<file path="config.mk">
export PLATFORM = sky130hd
export DESIGN_NAME = addsub_pipe
export DESIGN_NICKNAME = d
export VERILOG_FILES = /design/src/rtl/addsub_pipe.sv
export SDC_FILE = /design/constraint.sdc
export NUM_CORES = 1
export LEC_CHECK = 0
export BUFFER_PORTS_ARGS = -buffer_cell sky130_fd_sc_hd__buf_4
export CAP_MARGIN = 15
export CELL_PAD_IN_SITES_DETAIL_PLACEMENT = 0
export CELL_PAD_IN_SITES_GLOBAL_PLACEMENT = 2
export CORE_UTILIZATION = 32
export DETAILED_ROUTE_END_ITERATION = 16
export PLACE_DENSITY_LB_ADDON = 0.1
export SKIP_LAST_GASP = 1
export SYNTH_ARGS = -nofsm -noshare
export SYNTH_HDL_FRONTEND = slang
export SYNTH_SLANG_ARGS = --single-unit
</file>
<file path="constraint.sdc">
create_clock -name clk -period 2.94 [get_ports clk]
set_input_delay 0.588 -clock clk [delete_from_list [all_inputs] [get_ports clk]]
set_output_delay 0.588 -clock clk [all_outputs]
set_load 0.05 [all_outputs]
</file>
<file path="src/rtl/addsub_pipe.sv">
// addsub_pipe: pipelined WORD_SIZE add/subtract, one CHUNK_SIZE slice per stage, carry registered between stages.
// Define ADDSUB_PIPE_SAT_EN to add the sat port and clamp the result on signed overflow.
module addsub_pipe #(
    parameter int WORD_SIZE  = 16,
    parameter int CHUNK_SIZE = 8
) (
    input  logic                 clk,
    input  logic                 rst,
    input  logic                 in_valid,
    output logic                 in_ready,
    input  logic [WORD_SIZE-1:0] x,
    input  logic [WORD_SIZE-1:0] y,
    input  logic                 sub,
    input  logic                 cin,
    input  logic                 carry,
`ifdef ADDSUB_PIPE_SAT_EN
    input  logic                 sat,
`endif
    output logic                 out_valid,
    input  logic                 out_ready,
    output logic [WORD_SIZE-1:0] sum,
    output logic                 cout,
    output logic                 ovf
);
    localparam int STAGES = WORD_SIZE / CHUNK_SIZE;
    localparam int LAST   = STAGES - 1;

    logic [STAGES-1:0]    valid_r;
    logic [STAGES-1:0]    carry_r;
    logic [STAGES-1:0]    c_nxt_s;
    logic [WORD_SIZE-1:0] sum_r;
    logic                 ovf_r;
    logic                 stall_s;
    logic                 adv_s;
    logic                 accept_s;
    logic                 c0_s;
    logic [WORD_SIZE-1:0] y_op_s;

    // Handshake decode and stage-0 operand conditioning
    always_comb begin
        stall_s  = valid_r[LAST] & ~out_ready;
        adv_s    = ~stall_s;
        accept_s = in_valid & adv_s;
        y_op_s   = sub ? ~y : y;
        c0_s     = carry ? cin : sub;
    end

    assign in_ready  = adv_s;
    assign out_valid = valid_r[LAST];
    assign sum       = sum_r;
    assign cout      = carry_r[LAST];
    assign ovf       = ovf_r;

    // Valid bits and inter-stage carries advance together; a stall freezes the whole pipe
    always_ff @(posedge clk or posedge rst) begin
        if (rst) begin
            valid_r <= {STAGES{1'b0}};
            carry_r <= {STAGES{1'b0}};
        end else if (adv_s) begin
            valid_r <= (valid_r << 1'b1) | STAGES'(accept_s);
            carry_r <= c_nxt_s;
        end
    end

    for (genvar k = 0; k < STAGES; k++) begin : g_stage
        localparam int RW = WORD_SIZE - k * CHUNK_SIZE;

        logic [RW-1:0]                 in_x_s;
        logic [RW-1:0]                 in_y_s;
        logic                          in_c_s;
        logic [CHUNK_SIZE:0]           add_s;
        logic [(k+1)*CHUNK_SIZE-1:0]   nsum_s;
`ifdef ADDSUB_PIPE_SAT_EN
        logic                          in_sat_s;
`endif

        if (k == 0) begin : g_src
            assign in_x_s = x;
            assign in_y_s = y_op_s;
            assign in_c_s = c0_s;
            assign nsum_s = add_s[CHUNK_SIZE-1:0];
`ifdef ADDSUB_PIPE_SAT_EN
            assign in_sat_s = sat;
`endif
        end else begin : g_src
            assign in_x_s = g_stage[k-1].g_fwd.xr_r;
            assign in_y_s = g_stage[k-1].g_fwd.yr_r;
            assign in_c_s = carry_r[k-1];
            assign nsum_s = {add_s[CHUNK_SIZE-1:0], g_stage[k-1].g_fwd.psum_r};
`ifdef ADDSUB_PIPE_SAT_EN
            assign in_sat_s = g_stage[k-1].g_fwd.sat_r;
`endif
        end

        // The low slice of the remaining operands is the one this stage consumes
        assign add_s = {1'b0, in_x_s[CHUNK_SIZE-1:0]}
                     + {1'b0, in_y_s[CHUNK_SIZE-1:0]}
                     + {{CHUNK_SIZE{1'b0}}, in_c_s};
        assign c_nxt_s[k] = add_s[CHUNK_SIZE];

        if (k < LAST) begin : g_fwd
            logic [RW-CHUNK_SIZE-1:0]    xr_r;
            logic [RW-CHUNK_SIZE-1:0]    yr_r;
            logic [(k+1)*CHUNK_SIZE-1:0] psum_r;
`ifdef ADDSUB_PIPE_SAT_EN
            logic                        sat_r;
`endif
            // Stage register: finished low slices plus the operand slices still to be added
            always_ff @(posedge clk or posedge rst) begin
                if (rst) begin
                    xr_r   <= {(RW-CHUNK_SIZE){1'b0}};
                    yr_r   <= {(RW-CHUNK_SIZE){1'b0}};
                    psum_r <= {((k+1)*CHUNK_SIZE){1'b0}};
`ifdef ADDSUB_PIPE_SAT_EN
                    sat_r  <= 1'b0;
`endif
                end else if (adv_s) begin
                    xr_r   <= in_x_s[RW-1:CHUNK_SIZE];
                    yr_r   <= in_y_s[RW-1:CHUNK_SIZE];
                    psum_r <= nsum_s;
`ifdef ADDSUB_PIPE_SAT_EN
                    sat_r  <= in_sat_s;
`endif
                end
            end
        end else begin : g_out
            logic                 ovf_s;
            logic [WORD_SIZE-1:0] res_s;

            // Signed overflow: equal operand signs but a different result sign
            always_comb begin
                ovf_s = (in_x_s[CHUNK_SIZE-1] == in_y_s[CHUNK_SIZE-1]) &&
                        (add_s[CHUNK_SIZE-1] != in_x_s[CHUNK_SIZE-1]);
                res_s = nsum_s;
`ifdef ADDSUB_PIPE_SAT_EN
                if (in_sat_s && ovf_s) begin
                    res_s = in_x_s[CHUNK_SIZE-1] ? {1'b1, {(WORD_SIZE-1){1'b0}}}
                                                 : {1'b0, {(WORD_SIZE-1){1'b1}}};
                end else begin
                    res_s = nsum_s;
                end
`endif
            end

            // Final stage register is the output register; ovf/cout keep the unclamped view
            always_ff @(posedge clk or posedge rst) begin
                if (rst) begin
                    sum_r <= {WORD_SIZE{1'b0}};
                    ovf_r <= 1'b0;
                end else if (adv_s) begin
                    sum_r <= res_s;
                    ovf_r <= ovf_s;
                end
            end
        end
    end
endmodule

</file>
==> reports/results.tsv, run 1 <==
metric	value	unit
finalMaxSlewViolations	0	
wire_per_inst	12.23	um
grt_start_max_net_pins	60	
drtIter0Drc	56	
num_vias	1889	
drive_above_1_share	24.53	%
cts_resized	0	
cts_made_buffers	5	
cts_tree	built	
max-cap-violations	0	
status	completed	
skew	0.006455	ns
viasPerCell	4.530	
syn_area	2465	um^2
synthDistinctLibCells	35	
grt_pass1_vias	1840	
ir_worst_vdd	0.3004	mV
grt-ovfl-total	0	
fmax	410.5	MHz
power_density	777.0	nW/um^2
yosys_warnings	0	
synth_seq_cells	45	
h-tree-depth	2	
tns	0	ns
num_rows	31	
cts_buffer_depth	2	
netlist.area_leader.share	45.69	%
die_h	89.77	um
syn_nets	317	
cp.arrival	2.68	ns
drt_first_pass_iters	4	
synth_area_per_cell	9.480	um^2
die_w	89.77	um
num_antenna_cells	0	
initial_core_util	33.62	%
swShare	42.25	%
maxSlewHeadroom	36.91	%
cts-root-buf	clkbuf_8	
io_buffers	58	
netlist.top_cell.by_area	dfrtp_1	
grt_setup_unrepaired	false	
clk_latency	0.30	ns
synthCells	260	
antenna_found_initial	0	
setup.worst_path.end_class	flip-flop	
worstSetupPathType	in2reg	
antenna_left	0	
period_share	82.85	%
critPathMaxFanout	3	
drc	0	
crit_required	3.18	ns
post_cts_buffers	0	
fp.dieArea	8058	um^2
holdCritPathClass	reg2reg	
hold_viol	0	
synth-seq-area-share	45.69	%
power.switching	1020	uW
finalCriticalPeriod	2.436	ns
clkPwrFrac	17.6	%
cts.sink_count	45	
grt_pass1_wl	8887	um
synth_area_leaders	dfrtp_1 46%, nand2_1 12%, ha_1 7.1%, xor2_1 5.0%, o21ai_0 4.1%	
p_int	1393	uW
routabilityCongestion	0.7270	
fin_nets	374	
io_pins	59	
syn2layout_area_growth	25.99	%
drt-total-wl	5098	um
grt_util_all_layers	13.85	%
path_clk_slew	0.08	ns
total_power	2413	uW
worstMarginPinSlew	0.9464	ns
p_seq_share	36.8	%
dp_hpwl	3705	um
setup_viol	0	
ctsHoldBuffers	0	
fill_cells	744	
core	7331	um^2
total_leakage_power	0.001515	uW
combPwrFrac	45.6	%
startpoint_type	input port	
-- stage by stage --
| step | setup slack [ns] | utilization [%] | std cells | cell area [um^2] | hold slack, ns |
|---|---|---|---|---|---|
| after floorplan | 0.09027 | - | 260 | 2465 | 0.4300 |
| after global placement | 0.2494 | 40.98 | 409 | 3004 | 0.4430 |
| after detailed placement | 0.1899 | 40.98 | 409 | 3004 | 0.4557 |
| after CTS | 0.5101 | 42.36 | 417 | 3105 | 0.4718 |
| after global routing | 0.4284 | 42.36 | 417 | 3105 | 0.4752 |
| final | 0.5042 | 42.36 | 417 | 3105 | 0.4663 |
-- cell families (layout without fill, tap and decap cells) --
family	count (synthesis)	after routing	share of synthesized area, %
compound gates	54	54	15.28
mux	1	1	0.4568
buf+inv	18	76	3.096
flops	45	45	45.69
xor+xnor	24	24	8.528
simple gates	100	100	16.60
fa+ha+maj	18	18	10.36
-- registers in the layout, indices dropped and copies added (netlist names) --
| register | count |
|---|---|
| g_stage.g_fwd.psum_r | 8 |
| carry_r | 2 |
| ovf | 1 |
| g_stage.g_fwd.yr_r | 8 |
| sum | 16 |
| g_stage.g_fwd.xr_r | 8 |
| valid_r | 2 |
-- worst max-delay path: stages --
cell and delay, ns:
buf_4 0.14, mux2_2 0.27, fa_1 0.41, inv_1 0.09, fa_1 0.25, nor2b_4 0.05
o31a_1 0.28, o31a_1 0.26, a211oi_1 0.23, a21o_1 0.11
-- cell usage in the layout (no fill, tap or decap) --
cell type | netlist | final
a211oi_1 | 5 | 5
a211oi_2 | 1 | 1
a21o_1 | 4 | 4
a21oi_1 | 10 | 10
a221oi_1 | 1 | 1
buf_4 | 0 | 61
clkbuf_8 | 0 | 7
clkinv_2 | 0 | 1
dfrtp_1 | 45 | 45
fa_1 | 4 | 4
ha_1 | 14 | 14
inv_1 | 7 | 6
inv_2 | 0 | 1
mux2_2 | 1 | 1
nand2_1 | 77 | 77
nand2_2 | 1 | 1
nand2b_1 | 2 | 2
nand3_1 | 1 | 1
nor2_1 | 13 | 13
nor2b_4 | 1 | 2
nor3_1 | 1 | 1
nor3b_1 | 2 | 2
o211a_1 | 1 | 1
o211ai_1 | 1 | 1
o21a_1 | 3 | 3
o21ai_0 | 20 | 20
o21ai_1 | 1 | 1
o21bai_1 | 1 | 1
o311ai_4 | 1 | 1
o31a_1 | 2 | 2
o31ai_1 | 1 | 1
o31ai_2 | 1 | 1
o31ai_4 | 1 | 1
or4_1 | 1 | 1
xnor2_1 | 10 | 10
xor2_1 | 14 | 14
-- power by group through the flow --
stage / clock network, uW / registers, uW / logic [uW]
floorplan: 0 / 1240 / 455
global placement: 0 / 902 / 1110
detailed placement: 0 / 905 / 1120
CTS: 440 / 893 / 1120
global route: 470 / 911 / 1200
finish: 425 / 888 / 1100
-- cells in the mapped netlist --
library cell / instances
nor2_1: 13
nand3_1: 1
or4_1: 1
nand2_2: 1
a21oi_1: 10
o21bai_1: 1
dfrtp_1: 45
mux2_2: 1
xor2_1: 14
o21ai_0: 20
o31ai_2: 1
a221oi_1: 1
nand2_1: 77
nor2b_1: 1
xnor2_1: 10
a211oi_1: 5
buf_2: 7
clkbuf_1: 4
o311ai_4: 1
o31a_1: 2
a211oi_2: 1
nand2b_1: 2
nor2b_4: 1
o31ai_4: 1
nor3_1: 1
ha_1: 14
o211a_1: 1
inv_1: 7
o211ai_1: 1
o21a_1: 3
o31ai_1: 1
nor3b_1: 2
o21ai_1: 1
a21o_1: 4
fa_1: 4
-- final cells by class --
class / instances / area [um^2] / area share (%)
Inverter: 7 / 26.28 / 0.8461
Multi-Input combinational cell: 197 / 1270 / 40.89
Clock buffer: 7 / 96.34 / 3.102
Clock inverter: 1 / 5.005 / 0.1612
Tap cell: 99 / 123.9 / 3.989
Timing Repair Buffer: 61 / 457.9 / 14.75
Sequential cell: 45 / 1126 / 36.26
-- final timing paths --
path / start / to / slack [ns] / cells after the start
setup / recovery: sub / g_stage[0].g_fwd.psum_r[6] / 0.50 / 10
hold / removal: g_stage[0].g_fwd.psum_r[0] / g_stage[0].g_fwd.psum_r[0] / 0.47 / 2
setup reg to reg: carry_r[0] / sum[12] / 0.74 / 7
hold reg to reg: g_stage[0].g_fwd.psum_r[0] / g_stage[0].g_fwd.psum_r[0] / 0.47 / 2
max in group asynchronous: rst / sum[10] / 1.84 / 2
min in group asynchronous: rst / g_stage[0].g_fwd.xr_r[6] / 0.49 / 2
-- routing by layer --
metal | global-route usage [%] | vias to the layer above | routed length (um) | part of all wire (%)
li1 | - | 975 | - | -
met1 | 19.00 | 872 | 2544 | 50
met2 | 21.28 | 37 | 2284 | 45
met3 | 3.553 | 5 | 202 | 4.0
met4 | 4.508 | 0 | 67 | 1.3
met5 | 0 | - | 0 | 0
(Power assumes the default switching activity.)
==> inputs of run 2 (changes only) <==
==> constraint.sdc (replaced) <==
create_clock -name clk -period 2.3 [get_ports clk]
set_input_delay 0.46 -clock clk [delete_from_list [all_inputs] [get_ports clk]]
set_output_delay 0.46 -clock clk [all_outputs]
set_load 0.05 [all_outputs]
==> reports/results.tsv, run 2 (synthesized netlist as in run 1, its figures left out) <==
metric	value	unit	change
r2r_slack	0.14	ns	was 0.74 ns
core	7331	um^2	unchanged
fill_cells	747		was 744
endpoint	g_stage[0].g_fwd.psum_r[6]		unchanged
die_h	89.77	um	unchanged
tns	0	ns	unchanged
clk_latency	0.30	ns	about the same
finalMaxSlewViolations	0		unchanged
grt_start_max_net_pins	46		was 60
syn2layout_area_growth	29.44	%	was 25.99%
h-tree-depth	2		unchanged
worstSetupPathType	in2reg		unchanged
worstReg2RegStart	carry_r[0]		unchanged
layout.cells.non_filler	425		was 417
grt_pass1_wl	9025	um	was 8887 um
grt_setup_unrepaired	false		unchanged
reg2regPathDepth	7		unchanged
cp.arrival	2.41	ns	was 2.68 ns
final_common_cell	nand2_1		unchanged
holdCritPathClass	in2async		was reg2reg
grt.met3_usage	3.215	%	was 3.553%
viasPerCell	4.501		was 4.530
wire_per_inst	12.27	um	was 12.23 um
drive_above_1_share	27.61	%	was 24.53%
dp.cells	417		was 409
grtUsageMet1	21.10	%	was 19.00%
path_clk_slew	0.08	ns	about the same
antenna_left	0		unchanged
post_cts_buffers	0		unchanged
final_util	43.52	%	was 42.36%
num_antenna_cells	0		unchanged
cts_made_buffers	5		unchanged
grt-ovfl-total	0		unchanged
status	completed		unchanged
fin_nets	382		was 374
use_met2	19.74	%	was 21.28%
setup_viol	0		unchanged
drc	0		unchanged
die_w	89.77	um	unchanged
busiest_layer	met1		was met2
startpoint	sub		unchanged
cts_resized	0		unchanged
max-cap-violations	0		unchanged
largest_reg_flops	16		unchanged
num_rows	31		unchanged
io_buffers	58		unchanged
total_power	3129	uW	was 2413 uW
maxSlewHeadroom	60.13	%	was 36.91%
ctsHoldBuffers	0		unchanged
dpl_worst_slack	-0.1955	ns	was 0.1899 ns
fmax	462.0	MHz	
worst_slack	0.1356	ns	was 0.5042 ns
startpoint_type	input port		unchanged
cts_buffer_depth	2		unchanged
critPathMaxFanout	4		was 3
ir_worst_vdd	0.4229	mV	was 0.3004 mV
drtIter0Drc	59		was 56
routabilityCongestion	0.7912		was 0.7270
fp.dieArea	8058	um^2	unchanged
cts_tree	built		unchanged
num_vias	1913		was 1889
hold_viol	0		unchanged
setup.worst_path.end_class	flip-flop		unchanged
cts-root-buf	clkbuf_8		unchanged
grt_pass1_vias	1826		was 1840
io_pins	59		unchanged
layout_common_cells	77 x nand2_1, 68 x buf_4, 45 x dfrtp_1, 19 x o21ai_0		was 77 x nand2_1, 61 x buf_4, 45 x dfrtp_1, 20 x o21ai_0
drt-total-wl	5215	um	was 5098 um
skew	0.004168	ns	was 0.006455 ns
cts.sink_count	45		unchanged
dp_hpwl	3966	um	was 3705 um
total_leakage_power	0.001559	uW	was 0.001515 uW
power_density	980.6	nW/um^2	was 777.0 nW/um^2
worstMarginPinSlew	0.5972	ns	was 0.9464 ns
grt_util_all_layers	14.11	%	was 13.85%
period_share	94.10	%	
finalCriticalPeriod	2.164	ns	
crit_required	2.54	ns	was 3.18 ns
initial_core_util	33.62	%	unchanged
drt_first_pass_iters	3		was 4
antenna_found_initial	0		unchanged
r2r_end	sum[12]		unchanged
run 2: cell count changes in the layout (fill, tap and decap cells not counted), sizes merged:
cell  delta
buf      +8
run 2: worst min-delay path by stage:
stage	from	end	slack [ns]	cells past startpoint
floorplan	valid_r[0]	valid_r[0]	0.43	2
global route	rst	sum[0]	0.28	2
global placement	g_stage[0].g_fwd.psum_r[0]	g_stage[0].g_fwd.psum_r[0]	0.45	2
CTS	rst	g_stage[0].g_fwd.psum_r[0]	0.26	2
detailed placement	sum[1]	sum[1]	0.46	2
finish	rst	g_stage[0].g_fwd.psum_r[0]	0.22	2
run 2: metrics by stage:
stage	instance area, um^2	hold slack (ns)
finish	3191	0.2246
global route	3191	0.2800
CTS	3187	0.2562
detailed placement	3085	0.4590
global placement	3085	0.4518
floorplan	2499	0.4300
run 2: power breakdown:
group / internal, uW / leakage (uW) / switching, uW
clock network: 272 / 0.0000542 / 276
logic: 528 / 0.000969 / 917
registers: 1010 / 0.000536 / 128
total: 1810 / 0.00156 / 1320
run 2: area by class of cell:
class	instances	area, um^2	share of cell area [%]
Sequential cell	45	1126	35.29
Tap cell	99	123.9	3.882
Multi-Input combinational cell	197	1282	40.20
Inverter	7	26.28	0.8235
Clock inverter	1	5.005	0.1569
Clock buffer	7	96.34	3.020
Timing Repair Buffer	69	530.5	16.63
run 2: metal layers:
metal | up-vias | part of all wire, %
met2 | 39 | 42
met3 | 6 | 3.9
met5 | - | 0
met1 | 876 | 53
li1 | 992 | -
met4 | 0 | 1.5
run 2: critical path, stage by stage:
cell and delay (ns):
buf_4 0.14, mux2_4 0.27, fa_2 0.35, inv_2 0.07, fa_2 0.23, nor2b_4 0.04, o31a_1 0.26, o31a_1 0.26
a211oi_1 0.21, a21o_1 0.11
==> inputs of run 3 (changes only) <==
--- a/config.mk
+++ b/config.mk
@@ -9,7 +9,8 @@
 export CAP_MARGIN = 15
 export CELL_PAD_IN_SITES_DETAIL_PLACEMENT = 0
 export CELL_PAD_IN_SITES_GLOBAL_PLACEMENT = 2
-export CORE_UTILIZATION = 32
+export CORE_UTILIZATION = 33
+export CTS_BUF_LIST = sky130_fd_sc_hd__clkbuf_8
 export DETAILED_ROUTE_END_ITERATION = 16
 export PLACE_DENSITY_LB_ADDON = 0.1
 export SKIP_LAST_GASP = 1
==> reports/results.tsv, run 3 (synthesized netlist as in run 1, its figures left out) <==
metric	value	unit	change
seqCellArea	1126	um^2	unchanged
holdWs	0.1918	ns	was 0.2246 ns
clkPwrFrac	17.2	%	was 17.5%
fmax	461.9	MHz	was 462.0 MHz
grt_pass1_vias	1957		was 1826
ir_worst_vdd	0.4332	mV	was 0.4229 mV
critPathMaxFanout	4		unchanged
finalMaxSlewViolations	0		unchanged
drt-total-wl	5219	um	was 5215 um
worstSetupPathType	in2reg		unchanged
power.switching	1311	uW	was 1320 uW
setup.worst_path.end_class	flip-flop		unchanged
num_vias	1936		was 1913
multi_input_area	1285	um^2	was 1282 um^2
tns	0	ns	unchanged
cp.arrival	2.40	ns	was 2.41 ns
antenna_left	0		unchanged
layout_common_cells	77 x nand2_1, 67 x buf_4, 45 x dfrtp_1, 19 x o21ai_0		was 77 x nand2_1, 68 x buf_4, 45 x dfrtp_1, 19 x o21ai_0
status	completed		unchanged
layout.cells.non_filler	424		was 425
combPwrFrac	46.3	%	was 46.2%
cts-root-buf	clkbuf_8		unchanged
cts_buffer_depth	2		unchanged
grt_setup_unrepaired	false		unchanged
die_h	88.43	um	was 89.77 um
viasPerCell	4.566		was 4.501
num_rows	31		unchanged
path_clk_slew	0.09	ns	was 0.08 ns
total_power	3117	uW	was 3129 uW
p_int	1805	uW	was 1808 uW
largest_reg_flops	16		unchanged
startpoint_type	input port		unchanged
worstMarginPinSlew	0.5016	ns	was 0.5972 ns
final_common_cell	nand2_1		unchanged
io_buffers	58		unchanged
cts_made_buffers	5		unchanged
cts.sink_count	45		unchanged
grt_start_max_net_pins	35		was 46
dp_hpwl	3960	um	was 3966 um
die_w	88.43	um	was 89.77 um
post_cts_buffers	0		unchanged
grt_pass1_wl	9287	um	was 9025 um
grt_util_all_layers	15.36	%	was 14.11%
num_antenna_cells	0		unchanged
initial_core_util	33.98	%	was 33.62%
drt_first_pass_iters	4		was 3
p_seq_share	36.5	%	was 36.3%
core	7253	um^2	was 7331 um^2
fin_nets	381		was 382
period_share	94.13	%	was 94.10%
drtIter0Drc	40		was 59
crit_required	2.54	ns	about the same
antenna_found_initial	0		unchanged
drc	0		unchanged
hold_viol	0		unchanged
max-cap-violations	0		unchanged
finalCriticalPeriod	2.165	ns	was 2.164 ns
drive_above_1_share	27.69	%	was 27.61%
dp.cells	416		was 417
cts_tree	built		unchanged
wire_per_inst	12.31	um	was 12.27 um
holdCritPathClass	in2async		unchanged
setup_viol	0		unchanged
h-tree-depth	2		unchanged
fp.dieArea	7819	um^2	was 8058 um^2
swShare	42.07	%	was 42.20%
routabilityCongestion	0.7630		was 0.7912
fill_cells	743		was 747
clk_latency	0.29	ns	was 0.30 ns
total_leakage_power	0.001554	uW	was 0.001559 uW
io_pins	59		unchanged
maxSlewHeadroom	66.51	%	was 60.13%
power_density	978.4	nW/um^2	was 980.6 nW/um^2
syn2layout_area_growth	29.24	%	was 29.44%
grt-ovfl-total	0		unchanged
skew	0.005475	ns	was 0.004168 ns
run 3: repair_timing:
item	in CTS	in global routing
gates resized for setup	0	2
hold endpoints to repair	0	0
hold buffers	0	0
setup endpoints to repair	0	3
run 3: layer usage:
| metal | track usage [%] | up-vias | part of all wire, % |
|---|---|---|---|
| met1 | 21.30 | 903 | 50 |
| met2 | 24.27 | 38 | 45 |
| li1 | - | 990 | - |
| met3 | 3.078 | 5 | 3.7 |
| met5 | 0 | - | 0 |
| met4 | 4.545 | 0 | 0.88 |
run 3: power groups by stage:
stage                     combinational, uW  sequential [uW]  clock (uW)
after floorplan                         591             1590           0
after global placement                 1450             1150           0
after detailed placement               1450             1160           0
after CTS                              1460             1140         565
after global routing                   1580             1170         596
final                                  1440             1140         536
run 3: critical path, cell delays in order:
cell and delay [ns]:
buf_4 0.14, mux2_4 0.27, fa_2 0.35, inv_2 0.07
fa_2 0.23, nor2b_4 0.04, o31a_1 0.27, o31a_1 0.27
a211oi_1 0.19, a21o_1 0.11
run 3: per-stage QoR:
stage	util, %	area (um^2)	setup slack, ns
after floorplan	-	2499	-0.1941
after global placement	42.44	3078	-0.1279
after detailed placement	42.44	3078	-0.1803
after CTS	43.83	3179	0.05171
after global routing	43.92	3186	0.06272
final	43.92	3186	0.1350
run 3: area by class of cell:
| class | count | area share (%) |
|---|---|---|
| repair buffers | 68 | 16.42 |
| clock buffers | 7 | 3.024 |
| flip-flops and latches | 45 | 35.35 |
| inverters | 7 | 0.8248 |
| well taps | 99 | 3.888 |
| clock inverters | 1 | 0.1571 |
| multi-input cells | 197 | 40.34 |
run 3: worst paths after layout:
path                             from                         end  slack, ns  cells after the start
max reg2reg                carry_r[0]                  carry_r[1]       0.19                      7
max in group asynchronous         rst  g_stage[0].g_fwd.psum_r[1]       1.60                      3
min reg2reg                    sum[2]                      sum[2]       0.47                      2
min                               rst                         ovf       0.19                      2
max                               sub  g_stage[0].g_fwd.psum_r[6]       0.14                     10
min in group clk                 x[9]    g_stage[0].g_fwd.xr_r[1]       0.36                      3
